## src/rtl/dsp_delay_sched_pkg.sv

```systemverilog
// Shared types and constants for the DSP48E1 delay-counter scheduler.
// The optional watchdog is enabled with DSP_DELAY_SCHED_TIMEOUT_EN.
package dsp_delay_sched_pkg;

    localparam int DLY_W         = 16;
    localparam int LOAD_WAIT_DEF = 4;
    localparam int STATE_W       = 3;

    typedef enum logic [STATE_W-1:0] {
        ARB,
        LOAD,
        SETTLE,
        RUN,
        DONE
    } state_t;

    // Index of the (single) set bit of a one-hot vector of up to 8 bits.
    function automatic logic [2:0] onehot_idx(input logic [7:0] oh);
        logic [2:0] idx;
        idx = '0;
        for (int i = 0; i < 8; i++) begin
            if (oh[i]) idx = 3'(i);
        end
        return idx;
    endfunction

endpackage

```

## src/rtl/dsp_delay_sched_rr_arbiter.sv

```systemverilog
// Combinational round-robin arbiter: first request at or after ptr wins,
// searching upward and wrapping.
module rr_arbiter #(
    parameter int N = 4
) (
    input  logic [N-1:0]         req,
    input  logic [$clog2(N)-1:0] ptr,
    output logic [N-1:0]         grant,
    output logic                 valid
);

    logic [$clog2(N)-1:0] idx;

    always_comb begin
        grant = '0;
        valid = 1'b0;
        idx   = '0;
        for (int i = 0; i < N; i++) begin
            idx = $clog2(N)'((int'(ptr) + i) % N);
            if (!valid && req[idx]) begin
                grant[idx] = 1'b1;
                valid      = 1'b1;
            end
        end
    end

endmodule

```

## src/rtl/dsp_delay_sched.sv

```systemverilog
// Shares one external dsp_delay counter among NREQ requesters: round-robin
// arbitration, reload/settle/count sequencing, done reporting.
// Optional watchdog on RUN is enabled with DSP_DELAY_SCHED_TIMEOUT_EN.
module dsp_delay_sched
    import dsp_delay_sched_pkg::*;
#(
    parameter int NREQ       = 4,
`ifdef DSP_DELAY_SCHED_TIMEOUT_EN
    parameter int TMO_MARGIN = 8,
`endif
    parameter int LOAD_WAIT  = LOAD_WAIT_DEF
) (
    input  logic                  fast_clk_i,
    input  logic                  fast_rst_n_i,
    input  logic [NREQ-1:0]       req_i,
    input  logic [DLY_W*NREQ-1:0] req_delay_i,
    output logic [NREQ-1:0]       grant_o,
    output logic [NREQ-1:0]       done_o,
    output logic                  busy_o,
    output logic                  dly_rst_o,
    output logic                  dly_enable_o,
    output logic [DLY_W-1:0]      dly_delay_o,
    input  logic                  dly_reached_i,
    output logic                  timeout_o
);

    localparam int PW = $clog2(NREQ);

    // Requester handshake: req_i[i] is a level held until done_o[i] pulses;
    // grant_o[i] marks ownership; dropping req_i[i] while granted aborts.
    state_t            state;
    logic [PW-1:0]     ptr;
    logic [PW-1:0]     ptr_next;
    logic [NREQ-1:0]   arb_grant;
    logic              arb_valid;
    logic [2:0]        win_idx;
    logic [DLY_W-1:0]  win_delay;
    logic [7:0]        settle_cnt;
    logic              abort;

    rr_arbiter #(.N(NREQ)) u_arb (
        .req   (req_i),
        .ptr   (ptr),
        .grant (arb_grant),
        .valid (arb_valid)
    );

    always_comb begin
        win_delay = '0;
        for (int i = 0; i < NREQ; i++) begin
            if (arb_grant[i]) win_delay = req_delay_i[DLY_W*i +: DLY_W];
        end
        win_idx = onehot_idx(8'(arb_grant));
        if (win_idx == 3'(NREQ - 1)) ptr_next = '0;
        else                         ptr_next = PW'(win_idx + 3'd1);
    end

    assign abort = ~|(req_i & grant_o);

`ifdef DSP_DELAY_SCHED_TIMEOUT_EN
    logic [DLY_W:0] wdog;
    logic [DLY_W:0] wdog_limit;
    assign wdog_limit = {1'b0, dly_delay_o} + (DLY_W+1)'(TMO_MARGIN - 1);
`else
    assign timeout_o = 1'b0;
`endif

    always_ff @(posedge fast_clk_i) begin
        if (!fast_rst_n_i) begin
            state        <= ARB;
            ptr          <= '0;
            grant_o      <= '0;
            done_o       <= '0;
            busy_o       <= 1'b0;
            dly_rst_o    <= 1'b0;
            dly_enable_o <= 1'b0;
            dly_delay_o  <= '0;
            settle_cnt   <= '0;
`ifdef DSP_DELAY_SCHED_TIMEOUT_EN
            wdog         <= '0;
            timeout_o    <= 1'b0;
`endif
        end else begin
            done_o    <= '0;
            dly_rst_o <= 1'b0;
`ifdef DSP_DELAY_SCHED_TIMEOUT_EN
            timeout_o <= 1'b0;
`endif
            // Aborts share one exit path from every counting state.
            if ((state == LOAD || state == SETTLE || state == RUN) && abort) begin
                grant_o      <= '0;
                dly_enable_o <= 1'b0;
                busy_o       <= 1'b0;
                state        <= ARB;
            end else begin
                case (state)
                    ARB: begin
                        if (arb_valid) begin
                            grant_o     <= arb_grant;
                            dly_delay_o <= win_delay;
                            ptr         <= ptr_next;
                            dly_rst_o   <= 1'b1;
                            busy_o      <= 1'b1;
                            state       <= LOAD;
                        end
                    end
                    LOAD: begin
                        settle_cnt <= '0;
                        state      <= SETTLE;
                    end
                    SETTLE: begin
                        if (settle_cnt == 8'(LOAD_WAIT - 1)) begin
                            // A zero delay matches at counter reset, so never run it.
                            state <= (dly_delay_o == '0) ? DONE : RUN;
`ifdef DSP_DELAY_SCHED_TIMEOUT_EN
                            wdog  <= '0;
`endif
                        end else begin
                            settle_cnt <= settle_cnt + 8'd1;
                        end
                    end
                    RUN: begin
                        if (dly_reached_i) begin
                            dly_enable_o <= 1'b0;
                            state        <= DONE;
`ifdef DSP_DELAY_SCHED_TIMEOUT_EN
                        end else if (wdog == wdog_limit) begin
                            timeout_o    <= 1'b1;
                            dly_enable_o <= 1'b0;
                            grant_o      <= '0;
                            busy_o       <= 1'b0;
                            state        <= ARB;
`endif
                        end else begin
                            dly_enable_o <= 1'b1;
`ifdef DSP_DELAY_SCHED_TIMEOUT_EN
                            wdog         <= wdog + 1'b1;
`endif
                        end
                    end
                    DONE: begin
                        done_o  <= grant_o;
                        grant_o <= '0;
                        busy_o  <= 1'b0;
                        state   <= ARB;
                    end
                    default: state <= ARB;
                endcase
            end
        end
    end

endmodule

```

## config.mk

```make
export PLATFORM = sky130hd
export DESIGN_NAME = dsp_delay_sched
export DESIGN_NICKNAME = d
export VERILOG_FILES = /design/src/rtl/dsp_delay_sched_pkg.sv /design/src/rtl/dsp_delay_sched_rr_arbiter.sv /design/src/rtl/dsp_delay_sched.sv
export SDC_FILE = /design/constraint.sdc
export NUM_CORES = 1
export LEC_CHECK = 0
export ABC_AREA = 1
export CORE_ASPECT_RATIO = 0.75
export CORE_MARGIN = 1
export CORE_UTILIZATION = 49
export CTS_CLUSTER_DIAMETER = 60
export DETAILED_ROUTE_END_ITERATION = 7
export GPL_TIMING_DRIVEN = 0
export HOLD_SLACK_MARGIN = 0.12
export PLACE_DENSITY = 0.95
export RECOVER_POWER = 100
export SLEW_MARGIN = 0
export SYNTH_ARGS = -nofsm -noshare
export SYNTH_HDL_FRONTEND = slang
export SYNTH_SLANG_ARGS = --single-unit
```

## constraint.sdc

```tcl
create_clock -name fast_clk_i -period 3.9 [get_ports fast_clk_i]
set_input_delay 0.39 -clock fast_clk_i [delete_from_list [all_inputs] [get_ports fast_clk_i]]
set_output_delay 0.39 -clock fast_clk_i [all_outputs]
set_load 0.01 [all_outputs]
```

==> flow_summary.toml, run 1 <==
[outcome]
status = "complete, no violations"

[yosys]
ys_ff_latch = 40
syn-num-nets = 476
avgSynthCellArea_sq_um = 7.058
yosys_warnings = 0
yosysSeqAreaShare = 0.2851
syn-cell-area_sq_um = 2809
postSynthCellCount = 398
ys_types = 39

[cts]
hold_buffers = 0
cts_made_buffers = 5
cts-resized-gates = 0
clockRootBuffer = "clkbuf_8"
cts_tree = "built"
cts_setup_buffers = 0
clk_latency_ns = 0.29
htreeDepth = 2
clk_pin_slew_worst_paths_ns = 0.08
clock_sinks = 40
cts_max_path_buffers = 2

[grt]
track_usage = 0.2916
grt_pass1_wl_um = 13320
grt_antenna_before_repair = 0
grt_max_degree = 14
overflow = 0
grt_pass1_vias = 2893

[run]
cap_violations = 0

[critical_path]
critPathLaunchType = "register"
cp_slowest_stage_delay_ns = 0.52
critPathKind = "reg -> reg"
cp.required_ns = 4.07
worstPathCellList = "inv_1 > ha_1 > inv_1 > nand3_1 > nand2_1 > nand2_4 > nor2_1 > clkinv_1 > nor2_1 > nor2_1 > inv_2 > buf_2 > nor2_1 > nand2_1 > a21oi_2"
worstPathArrival_ns = 3.21
critPathMaxFanout = 10
cpMostUsedCell = "nor2_1"
r2r_cells = 15
cp-end-kind = "register"
crit_slowest_cell = "dfxtp_1"

[timing]
whs_ns = 0.4723
slew_violations = 0
relSlewSlack = 0.4417
tns_ns = 0
finalCritPeriodShare = 0.7815
hold_violations = 0
fin_skew_ns = 0.003001
setup_viol = 0
fmax_mhz = 328.1
worst_pin_slew_ns = 0.8287
rsz0062_at_grt = "false"
min_period_ns = 3.048

[power]
cellPowerDensity_nw_per_um2 = 723.4
p_leak_nw = 1.689
vdd_drop_max_mv = 0.3868

[placement]
hpwlAfterDp_um = 6416
gp_congestion = 0.8833
portBuffers = 97

[finish]
multi_input_area_sq_um = 1708
final_cell_mix = "nand2_1 (77), clkdlybuf4s50_1 (69), nor2_1 (60)"
drive_gt1_frac = 0.1471
seqCellArea_sq_um = 800.8
diodes = 0
layout_commonest_cell = "nand2_1"
area_growth_pct = 39.42
layout.nets = 580
fill_cells = 418

[worst_hold_path]
min_path_cells = 2
hold_class = "reg -> reg"

[detailed_routing]
drt-initial-drc-count = 251
viasPerCell = 5.379
vias = 3109
post-route-drc-count = 0
ant_nets = 0
wl_per_cell_um = 14.41
first_pass_iters = 5
wirelength_um = 8330

[floorplan]
core_area_sq_um = 5439
dieWidth_um = 89.43
die_h_um = 67.57
rows = 23
start_util = 0.5164
ios = 99
die_area_sq_um = 6042
==> cell usage after synthesis <==
library cell	instances	area (sq um)
nand2_4	7	78.83
a21oi_2	9	78.83
o21ai_0	4	20.02
nand2_8	1	20.02
nand3_1	42	210.2
nor3_1	7	35.03
nand3_2	13	130.1
o21ai_2	1	8.760
nand2_2	16	100.1
nand3_4	2	35.03
inv_1	31	116.4
a2111oi_0	1	8.760
a32o_1	2	20.02
nor2_1	55	206.5
ha_1	7	87.58
inv_2	5	18.77
clkinv_1	1	3.750
nand3b_1	2	15.01
buf_2	3	15.01
inv_4	1	6.260
conb_1	1	3.750
buf_8	1	15.01
dfxtp_1	40	800.8
o21bai_1	1	7.510
nor2_4	2	22.52
a211oi_1	2	15.01
nand4_1	3	18.77
nor4_1	4	25.02
nand2_1	76	285.3
nor2_2	5	31.28
a21oi_1	34	170.2
inv_6	1	8.760
o22ai_1	1	6.260
xor2_1	2	17.52
clkbuf_1	2	7.510
buf_6	3	33.78
buf_4	4	30.03
o21a_1	2	15.01
nor2_8	4	80.08
==> worst paths after layout <==
| path | from | endpoint | slack [ns] |
|---|---|---|---|
| max reg2reg | ptr[1] | dly_delay_o[6] | 0.85 |
| min reg2reg | dly_enable_o | dly_enable_o | 0.47 |
| max | ptr[1] | dly_delay_o[6] | 0.85 |
| min | dly_enable_o | dly_enable_o | 0.47 |
==> through the flow <==
| step | utilization | std cells | cell area (sq um) | total power, W | worst slack, ns |
|---|---|---|---|---|---|
| after floorplan | - | 398 | 2809 | 0.002040 | 1.709 |
| after global placement | 0.7122 | 570 | 3874 | 0.002526 | 1.412 |
| after detailed placement | 0.7122 | 570 | 3874 | 0.002612 | 1.348 |
| after CTS | 0.7283 | 578 | 3961 | 0.002891 | 1.318 |
| after global routing | 0.7200 | 578 | 3916 | 0.003044 | 0.6047 |
| final | 0.7200 | 578 | 3916 | 0.002833 | 0.8523 |
==> cell type report <==
type | instances | share of cell area
Sequential cell | 40 | 0.2045
Tap cell | 75 | 0.02396
Clock buffer | 5 | 0.01757
Buffer | 13 | 0.02588
Multi-Input combinational cell | 306 | 0.4361
Inverter | 39 | 0.03930
Timing Repair Buffer | 97 | 0.2479
Clock inverter | 3 | 0.004792
==> report_power, final <==
group / internal, W / switching, W / leakage [nW]
clock network: 0.000125 / 0.000148 / 0.0479
registers: 0.000505 / 0.0000776 / 0.327
logic: 0.000758 / 0.00122 / 1.31
==> kinds of logic after synthesis <==
group | count (synthesis) | synth area share
compound gates | 57 | 0.1247
xor+xnor | 2 | 0.006237
fa+ha+maj | 7 | 0.03118
buf+inv | 52 | 0.09087
flops | 40 | 0.2851
other cells | 1 | 0.001335
simple gates | 239 | 0.4606
==> flip-flops by register name (all words and copies together), names as in the netlist, 2 cells and up <==
name         flops
dly_delay_o     16
settle_cnt       8
grant_o          4
done_o           4
ptr              2
state            3
==> worst max-delay path, delay by kind of cell, from the launching register on <==
kind            cells  cell delay (ns)
simple gates        8             1.08
fa+ha+maj           1             0.37
compound gates      1             0.05
flops               1             0.52
buf+inv             5             0.88
==> layer usage <==
metal / part of all wire / routed length, um / track usage
met1: 0.42 / 3462 / 0.3674
met2: 0.47 / 3916 / 0.4971
met3: 0.10 / 845 / 0.07579
met4: 0.013 / 106 / 0.07540
met5: 0 / 0 / 0
Power figures use the tool's default switching activity.
==> run 2: changes to the inputs <==
--- a/config.mk
+++ b/config.mk
@@ -8,12 +8,12 @@
 export ABC_AREA = 1
 export CORE_ASPECT_RATIO = 0.75
 export CORE_MARGIN = 1
-export CORE_UTILIZATION = 49
+export CORE_UTILIZATION = 46
 export CTS_CLUSTER_DIAMETER = 60
 export DETAILED_ROUTE_END_ITERATION = 7
 export GPL_TIMING_DRIVEN = 0
 export HOLD_SLACK_MARGIN = 0.12
-export PLACE_DENSITY = 0.95
+export PLACE_DENSITY = 0.93
 export RECOVER_POWER = 100
 export SLEW_MARGIN = 0
 export SYNTH_ARGS = -nofsm -noshare
==> constraint.sdc (replaced) <==
create_clock -name fast_clk_i -period 3.1 [get_ports fast_clk_i]
set_input_delay 0.31 -clock fast_clk_i [delete_from_list [all_inputs] [get_ports fast_clk_i]]
set_output_delay 0.31 -clock fast_clk_i [all_outputs]
set_load 0.01 [all_outputs]
==> run 2 against run 1 <==
Net effect: global-route usage fell by 3.5 points; largest power group unchanged; clock skew grew 0.0088 ns; non-clock buffer count unchanged; critical endpoint is now dly_delay_o[4].
==> flow_summary.toml, run 2 (same netlist as run 1, synthesis figures left out) <==
[cts]
clk_pin_slew_worst_paths_ns = 0.08
cts_made_buffers = 5
htreeDepth = 2
clock_sinks = 40
cts_setup_buffers = 0
clockRootBuffer = "clkbuf_8"
cts_max_path_buffers = 2
clk_latency_ns = 0.29
hold_buffers = 0
cts_tree = "built"
cts-resized-gates = 0

[detailed_routing]
post-route-drc-count = 0
viasPerCell = 5.300
wirelength_um = 8007
first_pass_iters = 4
wl_per_cell_um = 13.81
ant_nets = 0
vias = 3074
drt-initial-drc-count = 270

[critical_path]
rr_endpoint = "dly_delay_o[4]"
critPathKind = "reg -> reg"
critPathLaunchType = "register"
critPathMaxFanout = 10
cp_slowest_stage_delay_ns = 0.52
cp.required_ns = 3.25
cp-end-kind = "register"
worstPathArrival_ns = 2.90
r2r_cells = 15
r2r_start = "ptr[1]"
worstPathCellList = "inv_1 > ha_1 > inv_1 > nand3_1 > nand2_1 > nand2_4 > nor2_8 > inv_2 > nor2_2 > nor2_4 > inv_2 > buf_2 > nor2_1 > nand2_1 > a21oi_1"
crit_slowest_cell = "dfxtp_1"
r2r_slack_ns = 0.35
crit_start = "ptr[1]"

[finish]
drive_gt1_frac = 0.1414
top_register = "dly_delay_o"
top_regs = "dly_delay_o x16, settle_cnt x8"
fill_cells = 487
layout.nets = 580
fin_cells = 580
largest_reg_flops = 16
final_cell_mix = "nand2_1 (77), clkdlybuf4s50_1 (69), nor2_1 (57)"
layout_commonest_cell = "nand2_1"
area_growth_pct = 39.47
diodes = 0

[grt]
grt_pass1_wl_um = 13190
grt_pass1_vias = 2882
track_usage = 0.2570
grt_antenna_before_repair = 0
grt_max_degree = 12
overflow = 0

[worst_hold_path]
min-delay-start = "dly_enable_o"
min_path_cells = 2
holdPathEnd = "dly_enable_o"
hold_class = "reg -> reg"

[placement]
hpwlAfterDp_um = 6240
gp_congestion = 0.9111
portBuffers = 97
placed_cells = 573

[floorplan]
dieWidth_um = 92.23
start_util = 0.4797
core_area_sq_um = 5856
rows = 24
ios = 99
die_h_um = 69.68
die_area_sq_um = 6426

[outcome]
status = "complete, no violations"

[timing]
whs_ns = 0.4602
fin_skew_ns = 0.01182
rsz0062_at_grt = "false"
slew_violations = 0
fmax_mhz = 364.1
setup_viol = 0
tns_ns = 0
min_period_ns = 2.746
relSlewSlack = 0.4459
finalCritPeriodShare = 0.8859
worst_pin_slew_ns = 0.8225
hold_violations = 0

[power]
intPower_w = 0.001746
power_frac_seq = 0.209
netSwitchingPower_w = 0.001774
finalPower_w = 0.003520
cellPowerDensity_nw_per_um2 = 898.6
vdd_drop_max_mv = 0.4922
switching_share = 0.5041
pwr-share-comb = 0.699
p_leak_nw = 1.698
clockPowerShare = 0.092

[run]
cap_violations = 0
-- run 2: changes by cell type in the layout (fill, tap and decap cells not counted), sizes merged --
| cell | change |
|---|---|
| clkbuf | +1 |
| clkinv | -3 |
| inv | +1 |
-- run 2: power groups by stage --
stage	logic, W	registers (W)	clock network (W)
6_report	0.00246	0.000736	0.000325
5_1_grt	0.00268	0.000750	0.000356
4_1_cts	0.00252	0.000737	0.000325
3_5_place_dp	0.00250	0.000746	0
3_3_place_gp	0.00244	0.000740	0
2_1_floorplan	0.00181	0.000758	0
-- run 2: worst max-delay path by stage --
stage               cells past startpoint              to  slack, ns
finish                                 15  dly_delay_o[4]       0.35
global placement                       15  dly_delay_o[4]       0.62
CTS                                    15  dly_delay_o[4]       0.51
detailed placement                     15  dly_delay_o[3]       0.55
floorplan                              16  dly_delay_o[0]       0.91
global route                           15  dly_delay_o[4]       0.16
-- run 2: worst max-delay path: cells and delay by family (launching register included) --
| family | cells | cell delay, ns |
|---|---|---|
| flip-flops | 1 | 0.52 |
| adder cells (fa/ha/maj) | 1 | 0.36 |
| AO/OA/AOI/OAI | 1 | 0.07 |
| AND/OR/NAND/NOR | 8 | 0.86 |
| buffers and inverters | 5 | 0.78 |
-- run 2: metal layers --
metal | part of all wire | track usage | vias up
met5 | 0 | 0 | -
met4 | 0.012 | 0.06250 | 0
met3 | 0.087 | 0.06360 | 9
met2 | 0.46 | 0.4221 | 152
met1 | 0.44 | 0.3381 | 1412
li1 | - | - | 1501
-- run 2: area by class of cell --
class | instances | area, sq um | area share
plain buffers | 13 | 101.3 | 0.02587
clock buffers | 6 | 72.57 | 0.01852
clock inverters | 1 | 5.005 | 0.001278
inverters | 39 | 153.9 | 0.03928
multi-input cells | 306 | 1715 | 0.4379
flip-flops and latches | 40 | 800.8 | 0.2044
well taps | 78 | 97.59 | 0.02491
repair buffers | 97 | 970.9 | 0.2478
-- run 2: metrics by stage --
step	utilization	setup WS (ns)	instance area, sq um
5_1_grt	0.6690	0.1587	3918
6_report	0.6690	0.3537	3918
4_1_cts	0.6754	0.5051	3955
3_5_place_dp	0.6622	0.5459	3877
3_3_place_gp	0.6622	0.6238	3877
2_1_floorplan	-	0.9092	2809
==> run 3: changes to the inputs <==
--- a/config.mk
+++ b/config.mk
@@ -6,14 +6,15 @@
 export NUM_CORES = 1
 export LEC_CHECK = 0
 export ABC_AREA = 1
+export ABC_CLOCK_PERIOD_IN_PS = 2450
 export CORE_ASPECT_RATIO = 0.75
 export CORE_MARGIN = 1
-export CORE_UTILIZATION = 46
+export CORE_UTILIZATION = 41
 export CTS_CLUSTER_DIAMETER = 60
 export DETAILED_ROUTE_END_ITERATION = 7
 export GPL_TIMING_DRIVEN = 0
 export HOLD_SLACK_MARGIN = 0.12
-export PLACE_DENSITY = 0.93
+export PLACE_DENSITY = 0.88
 export RECOVER_POWER = 100
 export SLEW_MARGIN = 0
 export SYNTH_ARGS = -nofsm -noshare
==> constraint.sdc (replaced) <==
create_clock -name fast_clk_i -period 2.45 [get_ports fast_clk_i]
set_input_delay 0.245 -clock fast_clk_i [delete_from_list [all_inputs] [get_ports fast_clk_i]]
set_output_delay 0.245 -clock fast_clk_i [all_outputs]
set_load 0.01 [all_outputs]
==> run 3 against run 2 <==
Net effect: routed wire length rose by 2.5%; non-clock buffer count rose by 3; die area rose by 12%; via count fell by 0.75%; power rose by 35%; clock power rose by 67%; critical path depth did not move; sequential power rose by 27%; design area rose by 3.3%; final cell count rose by 1.2%.
==> flow_summary.toml, run 3 (same netlist as run 1, synthesis figures left out) <==
[floorplan]
dieWidth_um = 97.58
die_area_sq_um = 7189
core_area_sq_um = 6444
die_h_um = 73.68
rows = 25
start_util = 0.4359
ios = 99

[critical_path]
cpMostUsedCell = "nand3_2"
cp-end-kind = "register"
critPathTopFamily = "simple AND/OR/NAND/NOR gates"
critPathMaxFanout = 10
critPathKind = "reg -> reg"
crit_slowest_cell = "dfxtp_4"
r2r_start = "ptr[0]"
worstPathArrival_ns = 2.45
critPathLaunchType = "register"
cp_slowest_stage_delay_ns = 0.38
worstPathCellList = "buf_8 > inv_8 > ha_4 > inv_2 > nand3_1 > nand2_2 > nand3_2 > nor2_4 > nor2_8 > nand2_8 > buf_4 > a21oi_1 > nand3_2 > nand2_1 > a21oi_2"
cp.required_ns = 2.62
crit_buf_inv = 4
crit_start = "ptr[0]"

[placement]
place_area_sq_um = 3881
placed_cells = 576
hpwlAfterDp_um = 6444
portBuffers = 97
gp_congestion = 0.8705

[cts]
cts_made_buffers = 5
clockRootBuffer = "clkbuf_8"
clk_latency_ns = 0.30
clock_sinks = 40
cts_max_path_buffers = 2
clk_pin_slew_worst_paths_ns = 0.08
cts_tree = "built"
htreeDepth = 2

[timing]
fin_skew_ns = 0.005601
min_period_ns = 2.287
finalCritPeriodShare = 0.9335
hold_violations = 0
rsz0062_at_grt = "false"
setup_viol = 0
fmax_mhz = 437.2
worst_pin_slew_ns = 0.5894
whs_ns = 0.4659
relSlewSlack = 0.6071
tns_ns = 0
slew_violations = 0

[detailed_routing]
wl_per_cell_um = 13.99
drt-initial-drc-count = 203
viasPerCell = 5.198
wirelength_um = 8211
ant_nets = 0
first_pass_iters = 4
vias = 3051
post-route-drc-count = 0

[power]
p_leak_nw = 1.734
vdd_drop_max_mv = 0.7465
cellPowerDensity_nw_per_um2 = 1177

[finish]
drive_gt1_frac = 0.1759
area_growth_pct = 44.05
fill_cells = 569
final_area_sq_um = 4046
top_regs = "dly_delay_o x16, settle_cnt x8"
largest_reg_flops = 16
layout_commonest_cell = "nand2_1"
layout.nets = 583
top_register = "dly_delay_o"
fin_cells = 587
final_cell_mix = "nand2_1 (76), clkdlybuf4s50_1 (69), nor2_1 (55)"
diodes = 0

[grt]
grt_max_degree = 13
grt_pass1_wl_um = 13390
track_usage = 0.2330
grt_pass1_vias = 2940
overflow = 0
grt_antenna_before_repair = 0

[worst_hold_path]
hold_class = "reg -> reg"
min-delay-start = "dly_enable_o"

[run]
cap_violations = 0

[outcome]
status = "complete, no violations"
run 3: changes by cell type in the layout (fill, tap and decap cells not counted), sizes merged:
cell,previous run,this run
bufinv,0,1
buf,11,12
clkbuf,8,10
run 3: timing repair:
item	in CTS	in global routing
gates resized for setup	6	8
buffers inserted	1	2
pin swaps	2	2
endpoints found under the setup margin	19	23
hold buffers	0	0
run 3: worst min-delay path, delay by kind of cell, from the launching register on:
family	cells	cell delay (ns)
flops	1	0.31
compound gates	1	0.05
simple gates	1	0.06
run 3: layout make-up:
type	instances	area, sq um	area share
Sequential cell	40	808.3	0.1998
Inverter	39	156.4	0.03865
Tap cell	81	101.3	0.02505
Clock inverter	2	35.03	0.008658
Clock buffer	6	72.57	0.01793
Multi-Input combinational cell	306	1763	0.4357
Buffer	13	116.4	0.02876
Timing Repair Buffer	100	993.5	0.2455
run 3: through the flow:
step           utilization  setup WS (ns)  total power [W]
4_1_cts             0.6227       0.002895         0.004750
2_1_floorplan            -         0.2592         0.003247
5_1_grt             0.6280        0.01525         0.005157
6_report            0.6280         0.1629         0.004762
3_3_place_gp        0.6023       -0.04578         0.004047
3_5_place_dp        0.6023        -0.1150         0.004154
run 3: path summary, 6_finish.rpt:
check | slack (ns) | to | cells after the start
hold / removal | 0.47 | dly_enable_o | 2
setup reg to reg | 0.16 | dly_delay_o[6] | 15
setup / recovery | 0.16 | dly_delay_o[6] | 15
hold reg to reg | 0.47 | dly_enable_o | 2
run 3: where the power goes:
part / switching [W] / leakage (nW) / internal (W)
Sequential: 0.000125 / 0.328 / 0.000810
Clock: 0.000239 / 0.0552 / 0.000302
Combinational: 0.00197 / 1.35 / 0.00131
run 3: layer usage:
| layer | wire, um | global-route usage | up-vias |
|---|---|---|---|
| met5 | 0 | 0 | - |
| met4 | 87 | 0.06536 | 0 |
| met3 | 699 | 0.04757 | 7 |
| met2 | 3804 | 0.4087 | 132 |
| met1 | 3620 | 0.2933 | 1394 |
| li1 | - | - | 1518 |
